**config.mk**
```make
export PLATFORM = sky130hd
export DESIGN_NAME = z80_int_vector_ctrl_flat
export DESIGN_NICKNAME = d
export VERILOG_FILES = /design/src/rtl/z80_int_vector_ctrl_if.sv /design/src/rtl/z80_int_vector_ctrl.sv /design/src/flat_wrapper.sv
export SDC_FILE = /design/constraint.sdc
export NUM_CORES = 1
export LEC_CHECK = 0
export CAP_MARGIN = 5
export CELL_PAD_IN_SITES_DETAIL_PLACEMENT = 0
export CELL_PAD_IN_SITES_GLOBAL_PLACEMENT = 1
export CORE_ASPECT_RATIO = 1.1
export CORE_MARGIN = 5
export CORE_UTILIZATION = 47
export CTS_BUF_LIST = sky130_fd_sc_hd__clkbuf_4 sky130_fd_sc_hd__clkbuf_8
export DETAILED_ROUTE_END_ITERATION = 10
export GPL_TIMING_DRIVEN = 0
export HOLD_SLACK_MARGIN = 0.12
export PLACE_DENSITY = 0.89
export SLEW_MARGIN = 30
export SYNTH_ARGS = -nofsm -noshare
export SYNTH_HDL_FRONTEND = slang
export SYNTH_SLANG_ARGS = --single-unit
```
**constraint.sdc**
```tcl
create_clock -name pll0_250MHz -period 3.65 [get_ports pll0_250MHz]
set_input_delay 0.5475 -clock pll0_250MHz [delete_from_list [all_inputs] [get_ports pll0_250MHz]]
set_output_delay 0.5475 -clock pll0_250MHz [all_outputs]
set_load 0.005 [all_outputs]
```
**src/rtl/z80_int_vector_ctrl_if.sv**
```systemverilog
// Bus bundle between the Z80 core/glue logic and the vectored interrupt
// controller: device requests, CPU control pins, register write strobes,
// INT line, IM2 vector byte, data-in mux select and status byte.
interface z80_int_vector_ctrl_if;
    logic [7:0] irqIn;
    logic       z80M1_n;
    logic       z80Iorq_n;
    logic [7:0] dataIn;
    logic       intMaskWr_cs;
    logic       intBaseWr_cs;
    logic       intEoiWr_cs;
    logic       z80Int_n;
    logic [7:0] intsToCpu;
    logic       intVectToCPU_cs;
    logic [7:0] intStatus;

    // CPU / system side: drives requests, pins and strobes
    modport master (
        output irqIn, z80M1_n, z80Iorq_n, dataIn,
               intMaskWr_cs, intBaseWr_cs, intEoiWr_cs,
        input  z80Int_n, intsToCpu, intVectToCPU_cs, intStatus
    );

    // Controller side
    modport slave (
        input  irqIn, z80M1_n, z80Iorq_n, dataIn,
               intMaskWr_cs, intBaseWr_cs, intEoiWr_cs,
        output z80Int_n, intsToCpu, intVectToCPU_cs, intStatus
    );
endinterface

```
**src/rtl/z80_int_vector_ctrl.sv**
```systemverilog
// Z80 IM2 vectored interrupt controller (pll0_250MHz domain).
// Eight prioritised requests (bit 0 highest), INT generation, vector byte
// and data-in mux select during INTA, EOI-terminated service.
// Optional macro INTC_EDGE_DETECT_EN: pending latches on request rising
// edges and is cleared on acknowledge; otherwise pending follows the
// synchronised request level.
module z80_int_vector_ctrl #(
    parameter int NUM_SRC = 8
) (
    input  logic                 pll0_250MHz,
    input  logic                 resetn,
    z80_int_vector_ctrl_if.slave bus
);
    typedef enum logic [1:0] {IDLE, REQ, ACK, SVC} state_t;

    state_t state, nextState;

    logic [NUM_SRC-1:0] irqSync_p0, irqSync_p1;
    logic [1:0]         m1Sync, iorqSync;
    logic               intaPrev;
    logic               maskWrPrev, baseWrPrev, eoiWrPrev;
    logic [NUM_SRC-1:0] mask, pending, req;
    logic [3:0]         base;
    logic [2:0]         svcIdx;
    logic [7:0]         vecLatch;
    logic               spurious, spurAck, z80IntReg;

    logic       inta, intaRise, maskWr, baseWr, eoiWr;
    logic       ackTake, spurTake, sel;
    logic [2:0] winIdx;

    function automatic logic [2:0] lowestIdx(input logic [NUM_SRC-1:0] v);
        lowestIdx = 3'd0;
        for (int i = NUM_SRC - 1; i >= 0; i--) begin
            if (v[i]) lowestIdx = i[2:0];
        end
    endfunction

    assign inta     = ~m1Sync[1] & ~iorqSync[1];
    assign intaRise = inta & ~intaPrev;
    assign maskWr   = bus.intMaskWr_cs & ~maskWrPrev;
    assign baseWr   = bus.intBaseWr_cs & ~baseWrPrev;
    assign eoiWr    = bus.intEoiWr_cs  & ~eoiWrPrev;
    assign req      = pending & ~mask;
    assign winIdx   = lowestIdx(req);
    assign ackTake  = (state == REQ) && (req != '0) && intaRise;
    assign spurTake = intaRise && ((state == IDLE) || (state == SVC));

    // Two-flop synchronisers for requests and CPU pins, plus edge history
    always_ff @(posedge pll0_250MHz or negedge resetn) begin
        if (!resetn) begin
            irqSync_p0 <= '0;
            irqSync_p1 <= '0;
            m1Sync     <= 2'b11;
            iorqSync   <= 2'b11;
            intaPrev   <= 1'b0;
            maskWrPrev <= 1'b0;
            baseWrPrev <= 1'b0;
            eoiWrPrev  <= 1'b0;
        end else begin
            irqSync_p0 <= bus.irqIn;
            irqSync_p1 <= irqSync_p0;
            m1Sync     <= {m1Sync[0], bus.z80M1_n};
            iorqSync   <= {iorqSync[0], bus.z80Iorq_n};
            intaPrev   <= inta;
            maskWrPrev <= bus.intMaskWr_cs;
            baseWrPrev <= bus.intBaseWr_cs;
            eoiWrPrev  <= bus.intEoiWr_cs;
        end
    end

`ifdef INTC_EDGE_DETECT_EN
    logic [NUM_SRC-1:0] irqPrev_p2, irqRise, ackClr;
    assign irqRise = irqSync_p1 & ~irqPrev_p2;
    assign ackClr  = ackTake ? (NUM_SRC'(1) << winIdx) : '0;

    // Edge-latched pending; a new edge wins over the acknowledge clear
    always_ff @(posedge pll0_250MHz or negedge resetn) begin
        if (!resetn) begin
            irqPrev_p2 <= '0;
            pending    <= '0;
        end else begin
            irqPrev_p2 <= irqSync_p1;
            pending    <= (pending & ~ackClr) | irqRise;
        end
    end
`else
    // Level mode: pending mirrors the synchronised request lines
    always_ff @(posedge pll0_250MHz or negedge resetn) begin
        if (!resetn) pending <= '0;
        else         pending <= irqSync_p1;
    end
`endif

    // CPU-writable mask and vector base, one update per strobe
    always_ff @(posedge pll0_250MHz or negedge resetn) begin
        if (!resetn) begin
            mask <= '1;
            base <= 4'h0;
        end else begin
            if (maskWr) mask <= bus.dataIn[NUM_SRC-1:0];
            if (baseWr) base <= bus.dataIn[7:4];
        end
    end

    // FSM state, latched vector/index, spurious tracking and INT line
    always_ff @(posedge pll0_250MHz or negedge resetn) begin
        if (!resetn) begin
            state     <= IDLE;
            svcIdx    <= 3'd0;
            vecLatch  <= 8'h00;
            spurAck   <= 1'b0;
            spurious  <= 1'b0;
            z80IntReg <= 1'b1;
        end else begin
            state <= nextState;
            if (ackTake) begin
                svcIdx   <= winIdx;
                vecLatch <= {base, winIdx, 1'b0};
            end else if (spurTake) begin
                vecLatch <= {base, 3'b111, 1'b0};
            end
            if (spurTake)   spurAck <= 1'b1;
            else if (!inta) spurAck <= 1'b0;
            if (spurTake)   spurious <= 1'b1;
            else if (eoiWr) spurious <= 1'b0;
            // INT stays low only while we remain in REQ, so it releases on
            // the same edge that leaves REQ (acknowledge or mask race)
            z80IntReg <= ~((state == REQ) && (nextState == REQ));
        end
    end

    // Next-state logic
    always_comb begin
        nextState = state;
        case (state)
            IDLE: if (req != '0) nextState = REQ;
            REQ: begin
                if (req == '0)    nextState = IDLE;
                else if (intaRise) nextState = ACK;
            end
            ACK:  if (!inta) nextState = SVC;
            SVC:  if (eoiWr) nextState = IDLE;
            default: nextState = IDLE;
        endcase
    end

    assign sel                 = (state == ACK) | spurAck;
    assign bus.z80Int_n        = z80IntReg;
    assign bus.intVectToCPU_cs = sel;
    assign bus.intsToCpu       = sel ? vecLatch : 8'h00;
    assign bus.intStatus       = {(state == SVC), (state == REQ), spurious, 2'b00,
                                  ((state == ACK) || (state == SVC)) ? svcIdx : 3'b000};
endmodule

```
**src/flat_wrapper.sv**
```systemverilog
// flat-port wrapper written by rule: the top's interface ports become plain ports
module z80_int_vector_ctrl_flat 
#(
    parameter int NUM_SRC = 8
)
  (pll0_250MHz, resetn, bus_irqIn, bus_z80M1_n, bus_z80Iorq_n, bus_dataIn, bus_intMaskWr_cs, bus_intBaseWr_cs, bus_intEoiWr_cs, bus_z80Int_n, bus_intsToCpu, bus_intVectToCPU_cs, bus_intStatus);
  z80_int_vector_ctrl_if bus_i ();
  input  logic pll0_250MHz;
  input  logic resetn;
  input wire logic [$bits(bus_i.irqIn)-1:0] bus_irqIn;
  input wire logic [$bits(bus_i.z80M1_n)-1:0] bus_z80M1_n;
  input wire logic [$bits(bus_i.z80Iorq_n)-1:0] bus_z80Iorq_n;
  input wire logic [$bits(bus_i.dataIn)-1:0] bus_dataIn;
  input wire logic [$bits(bus_i.intMaskWr_cs)-1:0] bus_intMaskWr_cs;
  input wire logic [$bits(bus_i.intBaseWr_cs)-1:0] bus_intBaseWr_cs;
  input wire logic [$bits(bus_i.intEoiWr_cs)-1:0] bus_intEoiWr_cs;
  output wire logic [$bits(bus_i.z80Int_n)-1:0] bus_z80Int_n;
  output wire logic [$bits(bus_i.intsToCpu)-1:0] bus_intsToCpu;
  output wire logic [$bits(bus_i.intVectToCPU_cs)-1:0] bus_intVectToCPU_cs;
  output wire logic [$bits(bus_i.intStatus)-1:0] bus_intStatus;
  assign bus_i.irqIn = bus_irqIn;
  assign bus_i.z80M1_n = bus_z80M1_n;
  assign bus_i.z80Iorq_n = bus_z80Iorq_n;
  assign bus_i.dataIn = bus_dataIn;
  assign bus_i.intMaskWr_cs = bus_intMaskWr_cs;
  assign bus_i.intBaseWr_cs = bus_intBaseWr_cs;
  assign bus_i.intEoiWr_cs = bus_intEoiWr_cs;
  assign bus_z80Int_n = bus_i.z80Int_n;
  assign bus_intsToCpu = bus_i.intsToCpu;
  assign bus_intVectToCPU_cs = bus_i.intVectToCPU_cs;
  assign bus_intStatus = bus_i.intStatus;
  z80_int_vector_ctrl #(.NUM_SRC(NUM_SRC)) u_core (.pll0_250MHz(pll0_250MHz), .resetn(resetn), .bus(bus_i));
endmodule
```
# Word level (Yosys, flattened, before mapping)
# Cells that the tools add are included.
# totals
memories	0
reg_bits	60
ramBits	0
mem_bits_ro	0
latch_bits	0
out_inout_bits	18
wordCells	70
# classes
n_mux	22
n_reduce_logical	11
mul	0
add_sub_neg	0
div_mod_pow	0
n_eq_ne	5
bitwise	15
n_shift	0
magnitude_cmp	0
# op_table
cell	count
2-to-1 mux 3 bit	9
2-to-1 mux 8 bit	3
2-to-1 mux 2 bit	5
AND 8 bit	1
logical NOT 8 bit	1
inverter 8 bit	1
case mux 2 bit (4 select lines)	1
nonzero test 8 bit	1
inverter 1 bit	7
AND 1 bit	5
== test 2 x 1 -> 1 bit (second input constant)	2
== test 2 bit (second input constant)	2
logical AND 1 bit	4
2-to-1 mux 1 bit	4
nonzero test 2 bit	2
logical NOT 2 bit	1
logical OR 1 bit	2
!= test 2 bit (second input constant)	1
OR 1 bit	1

# Depth between registers and ports, before layout
# Gate-level depths: netlist of run 1.
# depth
word_depth	11
mapped_depth	7

# Worst setup path before layout of run 1
# Ideal clock, no wire load.
# synth_timing
kind	flip-flop to flip-flop
startpoint	reg u_core.state[0]
endpoint	reg u_core.vecLatch[4]
required_ns	3.525
period_less_slack_ns	1.682
setup_time_ns	0.125
path_stages_with_launch	7
arrival_ns	1.557
path_slack_ns	1.968
n_path_buf	0
cell_sequence	dfrtp_1 -> inv_1 -> ha_1 -> nor4_2 -> inv_2 -> nand2_4 -> mux2_4
# synth_via
elab_chain_cells	4
word_cells_on_any_way	9
# synth_lines
item	line_no	source
start, declared	z80_int_vector_ctrl.sv:16	state_t state, nextState;
start signal, assigned	z80_int_vector_ctrl.sv:116	state <= nextState;
== test 2 x 1 -> 1 bit, or another cell as far along	z80_int_vector_ctrl.sv:46	assign ackTake = (state == REQ) && (req != '0) && intaRise;
logical AND 1 bit or logical OR 1 bit (tied branches)	z80_int_vector_ctrl.sv:46, z80_int_vector_ctrl.sv:47	
logical AND 1 bit, on equally long branches	z80_int_vector_ctrl.sv:46, z80_int_vector_ctrl.sv:47	
2-to-1 mux 8 bit or nonzero test 2 bit (tied branches)	-	
end signal, assigned	z80_int_vector_ctrl.sv:119	vecLatch <= {base, winIdx, 1'b0};
end signal, assigned	z80_int_vector_ctrl.sv:121	vecLatch <= {base, 3'b111, 1'b0};
end, declared	z80_int_vector_ctrl.sv:25	logic [7:0] vecLatch;
# Several ways; a longest one is shown, not always the timed one.
# A chain may end at the register's enable or synchronous reset.

# Final worst setup path of run 1
# layout_timing
startpoint	reg u_core.state[0]
endpoint	out bus_intsToCpu[6]
# layout_via
elab_chain_cells	3
# layout_lines
item	line_no	source
== test 2 bit	z80_int_vector_ctrl.sv:148	assign sel = (state == ACK) | spurAck;
OR 1 bit	z80_int_vector_ctrl.sv:148	
2-to-1 mux 8 bit	z80_int_vector_ctrl.sv:151	assign bus.intsToCpu = sel ? vecLatch : 8'h00;
end, declared	flat_wrapper.sv:18	output wire logic [$bits(bus_i.intsToCpu)-1:0] bus_intsToCpu;
# No other way between the ends.

==> results of run 1 <==
==> layer usage <==
| layer | routed length [µm] | part of all wire (%) | vias to the layer above | GRT usage [%] |
|---|---|---|---|---|
| met4 | 75 | 2.0 | 0 | 6.20 |
| li1 | - | - | 660 | - |
| met1 | 1480 | 39 | 665 | 14.2 |
| met3 | 224 | 5.9 | 6 | 4.97 |
| met5 | 0 | 0 | - | 0 |
| met2 | 2010 | 53 | 35 | 22.1 |
==> cell usage after synthesis <==
cell	count	area, µm²
nor3_2	1	10.0
nand2_4	1	11.3
o211ai_1	1	7.51
nand2b_2	5	43.8
and2_4	1	8.76
nor3_1	1	5.00
inv_2	1	3.75
a21oi_1	4	20.0
nor2b_1	15	93.8
nand2b_1	3	18.8
o21a_1	1	7.51
and3_1	1	6.26
o21bai_1	1	7.51
and2b_1	2	15.0
nor4_2	1	12.5
dfrtp_1	46	1150
a31oi_1	4	25.0
ha_1	4	50.1
o21ai_0	3	15.0
a311oi_1	1	8.76
clkbuf_1	1	3.75
o2111a_4	1	20.0
nand2_1	12	45.0
buf_6	1	11.3
o41ai_2	1	16.3
conb_1	1	3.75
mux2_4	6	90.1
inv_1	5	18.8
dfstp_2	13	342
buf_4	4	30.0
a21o_1	2	15.0
mux2_2	12	135
nor2_1	9	33.8
nor3b_1	1	7.51
and4_4	1	11.3
o31ai_1	1	7.51
==> what timing repair did <==
item / CTS / global route
buffers inserted: 0 / 0
gates resized for setup: 0 / 0
hold buffers: 1 / 0
endpoints found under the hold margin: 10 / 0
==> report_power, final <==
part	internal, mW	switching [mW]
logic	0.289	0.194
clock network	0.375	0.224
registers	0.782	0.0582
==> logic make-up after synthesis <==
group           synth area share (%)
flops                           64.6
mux                             9.74
fa+ha+maj                       2.16
simple gates                    14.0
other cells                    0.162
compound gates                  6.49
buf+inv                         2.92
==> worst max-delay path, stage by stage (launching register included) <==
cell,delay [ns]
dfrtp_1,0.43
inv_1,0.13
ha_1,0.27
nor2_1,0.43
nor2b_1,0.10
clkdlybuf4s50_1,0.49
==> state kept, by name (all words and copies together), names as in the netlist <==
register	cells
u_core.irqSync_p0	8
u_core.bus.z80Int_n	1
u_core.spurAck	1
u_core.svcIdx	3
u_core.intaPrev	1
u_core.mask	8
u_core.m1Sync	2
u_core.baseWrPrev	1
u_core.state	2
u_core.maskWrPrev	1
u_core.pending	8
u_core.vecLatch	7
u_core.spurious	1
u_core.irqSync_p1	8
u_core.iorqSync	2
u_core.base	4
u_core.eoiWrPrev	1
==> through the flow <==
stage          area, µm²  std cells  utilization (%)
3_5_place_dp        2780        264             58.9
2_1_floorplan       2320        170                -
4_1_cts             3000        281             63.5
3_3_place_gp        2760        263             58.5
6_report            3000        281             63.5
5_1_grt             3000        281             63.5
==> how the worst max path moves through the flow <==
| stage | start | endpoint | slack (ns) | cells after the start |
|---|---|---|---|---|
| floorplan | u_core.state[0] | u_core.vecLatch[4] | 1.97 | 6 |
| global placement | resetn | u_core.baseWrPrev | 0.35 | 1 |
| detailed placement | u_core.state[0] | bus_intsToCpu[6] | 1.27 | 5 |
| CTS | u_core.state[0] | bus_intsToCpu[6] | 0.89 | 5 |
| global route | u_core.state[0] | bus_intsToCpu[6] | 0.76 | 5 |
| finish | u_core.state[0] | bus_intsToCpu[6] | 0.93 | 5 |
==> cells in the final DEF (no fill, tap or decap), drive strengths merged, types with 2 or more instances in the layout <==
master | Yosys | final
nor2b | 15 | 15
nand2b | 8 | 8
ha | 4 | 4
inv | 6 | 6
a21o | 2 | 2
nand2 | 13 | 13
dfrtp | 46 | 46
a21oi | 4 | 4
mux2 | 18 | 18
o21ai | 3 | 3
conb | 1 | 3
a31oi | 4 | 4
buf | 5 | 7
nor3 | 2 | 2
dfstp | 13 | 13
clkbuf | 1 | 15
clkdlybuf4s50 | 0 | 36
nor2 | 9 | 9
and2b | 2 | 2
==> cell type report <==
class                           instances  area share [%]
Buffer                                  6            1.50
Timing Repair Buffer                   39            13.3
Sequential cell                        59            49.8
Clock buffer                           14            5.80
Multi-Input combinational cell         99            25.3
Clock inverter                          2            1.17
Inverter                                6           0.752
Tap cell                               56            2.34
==> impl_metrics.ini, run 1 <==
[worst_setup_path]
r2r_slack_ns = 1.74
crit_path_end_kind = primary output
r2r-end = u_core.vecLatch[5]
worst-setup-path-type = flip-flop to primary output
cp_data_arrival_time_ns = 2.17
reg2reg_depth = 6
r2r_start = u_core.state[0]
crit_fanout = 8
cp.required_ns = 3.10
cp-start-kind = flip-flop

[finish]
layout.nets = 247
n_fill_cell = 354
seq_area_um2 = 1490
multiInputGateArea_um2 = 759
drive_above_1_share_pct = 29.8
diodes = 0
area_delta_synth_final_pct = 29.6

[synthesis]
syn_area_um2 = 2310
yosysSeqAreaShare_pct = 64.6
synth.distinct_cells = 36
synth_cells = 168
synth_seq_cells = 59
synth_warnings = 0
avgSynthCellArea_um2 = 13.8

[worst_hold_path]
whs_endpoint = u_core.irqSync_p1[3]
min_from = u_core.irqSync_p0[3]
min_path_cells = 0
hp-class = flip-flop to flip-flop

[pwr]
leakagePower_nw = 1.33
vdd_drop_max_uv = 444
total_power_mw = 1.92
power-per-cell-area_nw_per_um2 = 642

[timing]
hold_violations = 0
rsz0062_at_grt = no
max_freq_ghz = 0.368
finalSetupTns_ns = 0
hold_slack_ns = 0.346
timing.final.crit_share_pct = 74.5
fin_skew_ns = 0.00692
tightestPinTransition_ns = 0.499
setup-violations-final = 0
slew_headroom_pct = 66.6
worst_slack_ns = 0.932
final_max_slew_viol_count = 0
period_needed_ns = 2.72

[grt]
grt_max_degree = 37
track_usage_pct = 13.0
grt_pass1_wl_mm = 6.56
grt.overflow.total = 0
antenna_found_initial = 0
grt_pass1_vias = 1405

[cts]
cts_root_buf = clkbuf_8
clk_latency_ns = 0.32
cts.clk_slew.worst_paths_ns = 0.06
cts_buffers = 9
cts.sinks = 59
htree_levels = 3
cts_tree = done
clockBufferDepth = 2

[die]
dieArea_um2 = 6420
die_y_um = 83.6
core-area_um2 = 4720
rows = 26
num_io_pins = 41
die_w_um = 76.9
initial_utilization_pct = 49.0

[routing]
avgViaCountPerCell = 4.86
drc = 0
drtAntennaViolNets = 0
first_iter_violations = 62
vias = 1366
wire_per_inst_um = 13.5
wl_mm = 3.79
firstDrtPassIters = 4

[status]
outcome = finished clean

[placement]
place_ws_ns = 1.27
io_buffer_count = 37
dp_hpwl_mm = 2.79
routabilityCongestion = 0.831

[flow_run]
cap_violations = 0
Power figures use the tool's default switching activity.
==> run 2: changes to the inputs <==
CORE_UTILIZATION = 44   (was 47)
PLACE_DENSITY = 0.85   (was 0.89)
clock period = 2.69 ns   (was 3.65 ns; I/O delays follow)
==> impl_metrics.ini, run 2 (synthesis gave the netlist of run 1 again) <==
[routing]
first_iter_violations = 60
wl_mm = 3.68
m1WireLength_mm = 1.51
firstDrtPassIters = 4
highest_layer = met4
vias = 1358
met3_wirelength_um = 190
drtAntennaViolNets = 0
drc = 0
wl_met2_mm = 1.90
avgViaCountPerCell = 4.80
wire_per_inst_um = 13.0

[pwr]
pwr-share-clk_pct = 34.7
p_seq_share_pct = 41.6
vdd_drop_max_uv = 442
power_frac_comb_pct = 23.6
power_switching_mw = 0.662
internal-power_mw = 2.09
total_power_mw = 2.75
power-per-cell-area_nw_per_um2 = 907
leakagePower_nw = 1.34
p_sw_share_pct = 24.1

[finish]
layout.nets = 247
fin_util_pct = 59.9
final_cell_mix = dfrtp_1 (46), clkdlybuf4s50_1 (36), nor2b_1 (15), dfstp_2 (13)
final_common_cell = dfrtp_1
multiInputGateArea_um2 = 762
area_delta_synth_final_pct = 31.2
n_fill_cell = 434
drive_above_1_share_pct = 30.2
diodes = 0
seq_area_um2 = 1490

[timing]
hold_violations = 0
fin_skew_ns = 0.00785
max_freq_ghz = 0.418
rsz0062_at_grt = no
period_needed_ns = 2.39
finalSetupTns_ns = 0
timing.final.crit_share_pct = 89.0
setup-violations-final = 0
final_max_slew_viol_count = 0

[die]
num_io_pins = 41
rows = 27
core-area_um2 = 5070
dieArea_um2 = 6810
die_w_um = 79.1
die_y_um = 86.0
initial_utilization_pct = 45.6

[worst_hold_path]
whs_endpoint = u_core.pending[2]
hp-class = flip-flop to flip-flop
min_path_cells = 0
min_from = u_core.irqSync_p1[2]

[flow_run]
cap_violations = 0

[grt]
grt_max_degree = 33
grt.overflow.total = 0
grt_pass1_vias = 1513
antenna_found_initial = 0
grt_pass1_wl_mm = 6.53
track_usage_pct = 12.5

[worst_setup_path]
cp_data_arrival_time_ns = 1.99
crit_chain = inv_1, ha_1, nor2_2, nor2b_1, clkdlybuf4s50_1
reg2reg_depth = 6
cp.required_ns = 2.29
crit_path_end_kind = primary output
r2r_slack_ns = 0.82
crit_fanout = 8
r2r-end = u_core.vecLatch[4]
r2r_start = u_core.state[0]
crit_slowest_cell = clkdlybuf4s50_1
cpPeakStageDelay_ns = 0.46
worst-setup-path-type = flip-flop to primary output
cp-start-kind = flip-flop

[cts]
cts_buffers = 9
htree_levels = 3
clk_latency_ns = 0.32
clockBufferDepth = 2
cts.sinks = 59
cts_root_buf = clkbuf_8
cts.clk_slew.worst_paths_ns = 0.06
cts_tree = done

[status]
outcome = finished clean

[placement]
routabilityCongestion = 0.782
dp_hpwl_mm = 2.76
io_buffer_count = 37
[run 2: worst max path at each step]
stage	from	cells past startpoint	endpoint
finish	u_core.state[0]	5	bus_intsToCpu[6]
global route	u_core.state[0]	5	bus_intsToCpu[7]
CTS	u_core.state[0]	5	bus_intsToCpu[6]
detailed placement	u_core.state[0]	5	bus_intsToCpu[6]
global placement	resetn	1	u_core.irqSync_p0[5]
floorplan	u_core.state[0]	6	u_core.vecLatch[4]
[run 2: power groups by stage]
stage          Combinational [mW]  Clock, mW  Sequential, mW
6_report                    0.650      0.955            1.15
5_1_grt                     0.721       1.03            1.17
4_1_cts                     0.658      0.983            1.15
3_5_place_dp                0.656          0            1.16
2_1_floorplan               0.410          0            1.13
3_3_place_gp                0.639          0            1.15
[run 2: area by class of cell]
type	instances	area share, %
well taps	58	2.39
plain buffers	6	1.48
flip-flops and latches	59	49.2
clock buffers	11	4.58
repair buffers	39	13.1
clock inverters	5	3.38
inverters	6	0.742
multi-input cells	99	25.1
[run 2: repair_timing]
item | in CTS | in global routing
hold buffers | 1 | 0
resized for setup | 0 | 1
hold endpoints to repair | 22 | 0
setup buffers | 0 | 0
endpoints found under the setup margin | 0 | 8
[run 2: worst max-delay path: cells and delay by family (launching register included)]
family	cells	cell delay, ns
simple gates	2	0.39
fa+ha+maj	1	0.26
buf+inv	2	0.58
flops	1	0.42
[run 2: metrics by stage]
step	area, µm²	cells	setup slack (ns)	hold WS [ns]
after floorplan	2320	170	1.01	0.108
after global placement	2760	265	-0.513	0.332
after detailed placement	2780	266	0.477	0.335
after CTS	3030	283	0.0993	0.348
after global routing	3030	283	0.119	0.351
final	3030	283	0.297	0.346
[run 2: routing by layer]
metal | GRT usage (%) | vias up
met4 | 7.03 | 0
met5 | 0 | -
met3 | 4.10 | 6
met2 | 21.4 | 31
li1 | - | 664
met1 | 13.6 | 657
==> run 3: changes to the inputs <==
RECOVER_POWER = 25   (was unset)
==> impl_metrics.ini, run 3 (synthesis gave the netlist of run 1 again) <==
[status]
outcome = complete, but fails checks
violations = max-capacitance violations, max-slew violations

[routing]
wire_per_inst_um = 13.0
drc = 0
wl_mm = 3.67
drtAntennaViolNets = 0
firstDrtPassIters = 4
vias = 1357
avgViaCountPerCell = 4.80
first_iter_violations = 60

[finish]
fin_util_pct = 59.8
diodes = 0
final_common_cell = dfrtp_1
area_delta_synth_final_pct = 31.1
fin_area_um2 = 3030
drive_above_1_share_pct = 29.3
layout.nets = 247
final_cell_mix = dfrtp_1 (46), clkdlybuf4s50_1 (23), nor2b_1 (15), dlygate4sd3_1 (14)
n_fill_cell = 436
stdcell_count = 283

[cts]
htree_levels = 3
cts.sinks = 59
cts_buffers = 9
clk_latency_ns = 0.32
clockBufferDepth = 2
post_cts_buffers = 0
cts_root_buf = clkbuf_8
cts_tree = done
cts.clk_slew.worst_paths_ns = 0.06

[worst_setup_path]
worst-setup-path-type = flip-flop to primary output
reg2reg_depth = 6
cp-start-kind = flip-flop
r2r-end = u_core.vecLatch[4]
cp_data_arrival_time_ns = 1.99
crit_chain = inv_1, ha_1, nor2_2, nor2b_1, clkdlybuf4s50_1
crit_fanout = 8
crit_path_end_kind = primary output
cpPeakStageDelay_ns = 0.46
r2r_start = u_core.state[0]
cp.required_ns = 2.29
r2r_slack_ns = 0.82
crit_slowest_cell = clkdlybuf4s50_1

[grt]
grt_pass1_vias = 1513
antenna_found_initial = 0
grt_pass1_wl_mm = 6.53
grt.overflow.total = 0
grt_max_degree = 33
track_usage_pct = 12.5

[die]
core-area_um2 = 5070
rows = 27
num_io_pins = 41
die_y_um = 86.0
initial_utilization_pct = 45.6
die_w_um = 79.1
dieArea_um2 = 6810

[timing]
finalSetupTns_ns = 0
max_freq_ghz = 0.418
fin_skew_ns = 0.00786
tightestPinTransition_ns = 1.51
final_max_slew_viol_count = 28
worst_slack_ns = 0.297
timing.final.crit_share_pct = 89.0
rsz0062_at_grt = no
period_needed_ns = 2.39
hold_violations = 0
slew_headroom_pct = -0.841
setup-violations-final = 0
hold_slack_ns = 0.346

[flow_run]
cap_violations = 1

[worst_hold_path]
min_path_cells = 0
hp-class = flip-flop to flip-flop
whs_endpoint = u_core.pending[2]
min_from = u_core.irqSync_p1[2]

[placement]
routabilityCongestion = 0.782
dpl.cell_count = 266
dp_hpwl_mm = 2.76
place_ws_ns = 0.477
io_buffer_count = 37
dpl_cell_area_um2 = 2780

[pwr]
power-per-cell-area_nw_per_um2 = 906
vdd_drop_max_uv = 441
total_power_mw = 2.75
leakagePower_nw = 1.34
## run 3: cell count changes in the layout (fill, tap and decap cells not counted), sizes merged
| cell | change |
|---|---|
| clkbuf | +1 |
| buf | -1 |
| dlygate4sd3 | +13 |
| clkdlybuf4s50 | -13 |
## run 3: layout make-up
| class | instances | area (µm²) | share of cell area [%] |
|---|---|---|---|
| flip-flops and latches | 59 | 1490 | 49.3 |
| multi-input cells | 99 | 762 | 25.1 |
| repair buffers | 39 | 394 | 13.0 |
| clock buffers | 11 | 139 | 4.58 |
| clock inverters | 5 | 103 | 3.39 |
| well taps | 58 | 72.6 | 2.39 |
| plain buffers | 6 | 45.0 | 1.49 |
| inverters | 6 | 22.5 | 0.743 |
## run 3: worst max-delay path, delay by kind of cell (launching register included)
family | cells | cell delay, ns
adders and majority gates | 1 | 0.26
buffers and inverters | 2 | 0.58
DFF | 1 | 0.42
and+or+nand+nor | 2 | 0.39
## run 3: routing by layer
layer	global-route usage, %	up-vias	share of wire, %
li1	-	664	-
met1	13.6	656	41
met2	21.4	31	52
met3	4.10	6	5.0
met4	7.03	0	2.0
met5	0	-	0
## run 3: worst max-delay path by stage
| stage | depth (start not counted) | endpoint | start |
|---|---|---|---|
| after global placement | 1 | u_core.irqSync_p0[5] | resetn |
| after floorplan | 6 | u_core.vecLatch[4] | u_core.state[0] |
| after global routing | 5 | bus_intsToCpu[7] | u_core.state[0] |
| after detailed placement | 5 | bus_intsToCpu[6] | u_core.state[0] |
| final | 5 | bus_intsToCpu[6] | u_core.state[0] |
| after CTS | 5 | bus_intsToCpu[6] | u_core.state[0] |
## run 3: report_power, final
group	total (mW)	switching, mW	internal (mW)
combinational	0.645	0.258	0.388
clock	0.955	0.321	0.635
sequential	1.15	0.0837	1.06
## run 3: repair_timing
action	in CTS	in global routing
endpoints found under the setup margin	0	8
hold buffers	1	0
gates resized for setup	0	1
endpoints found under the hold margin	22	0
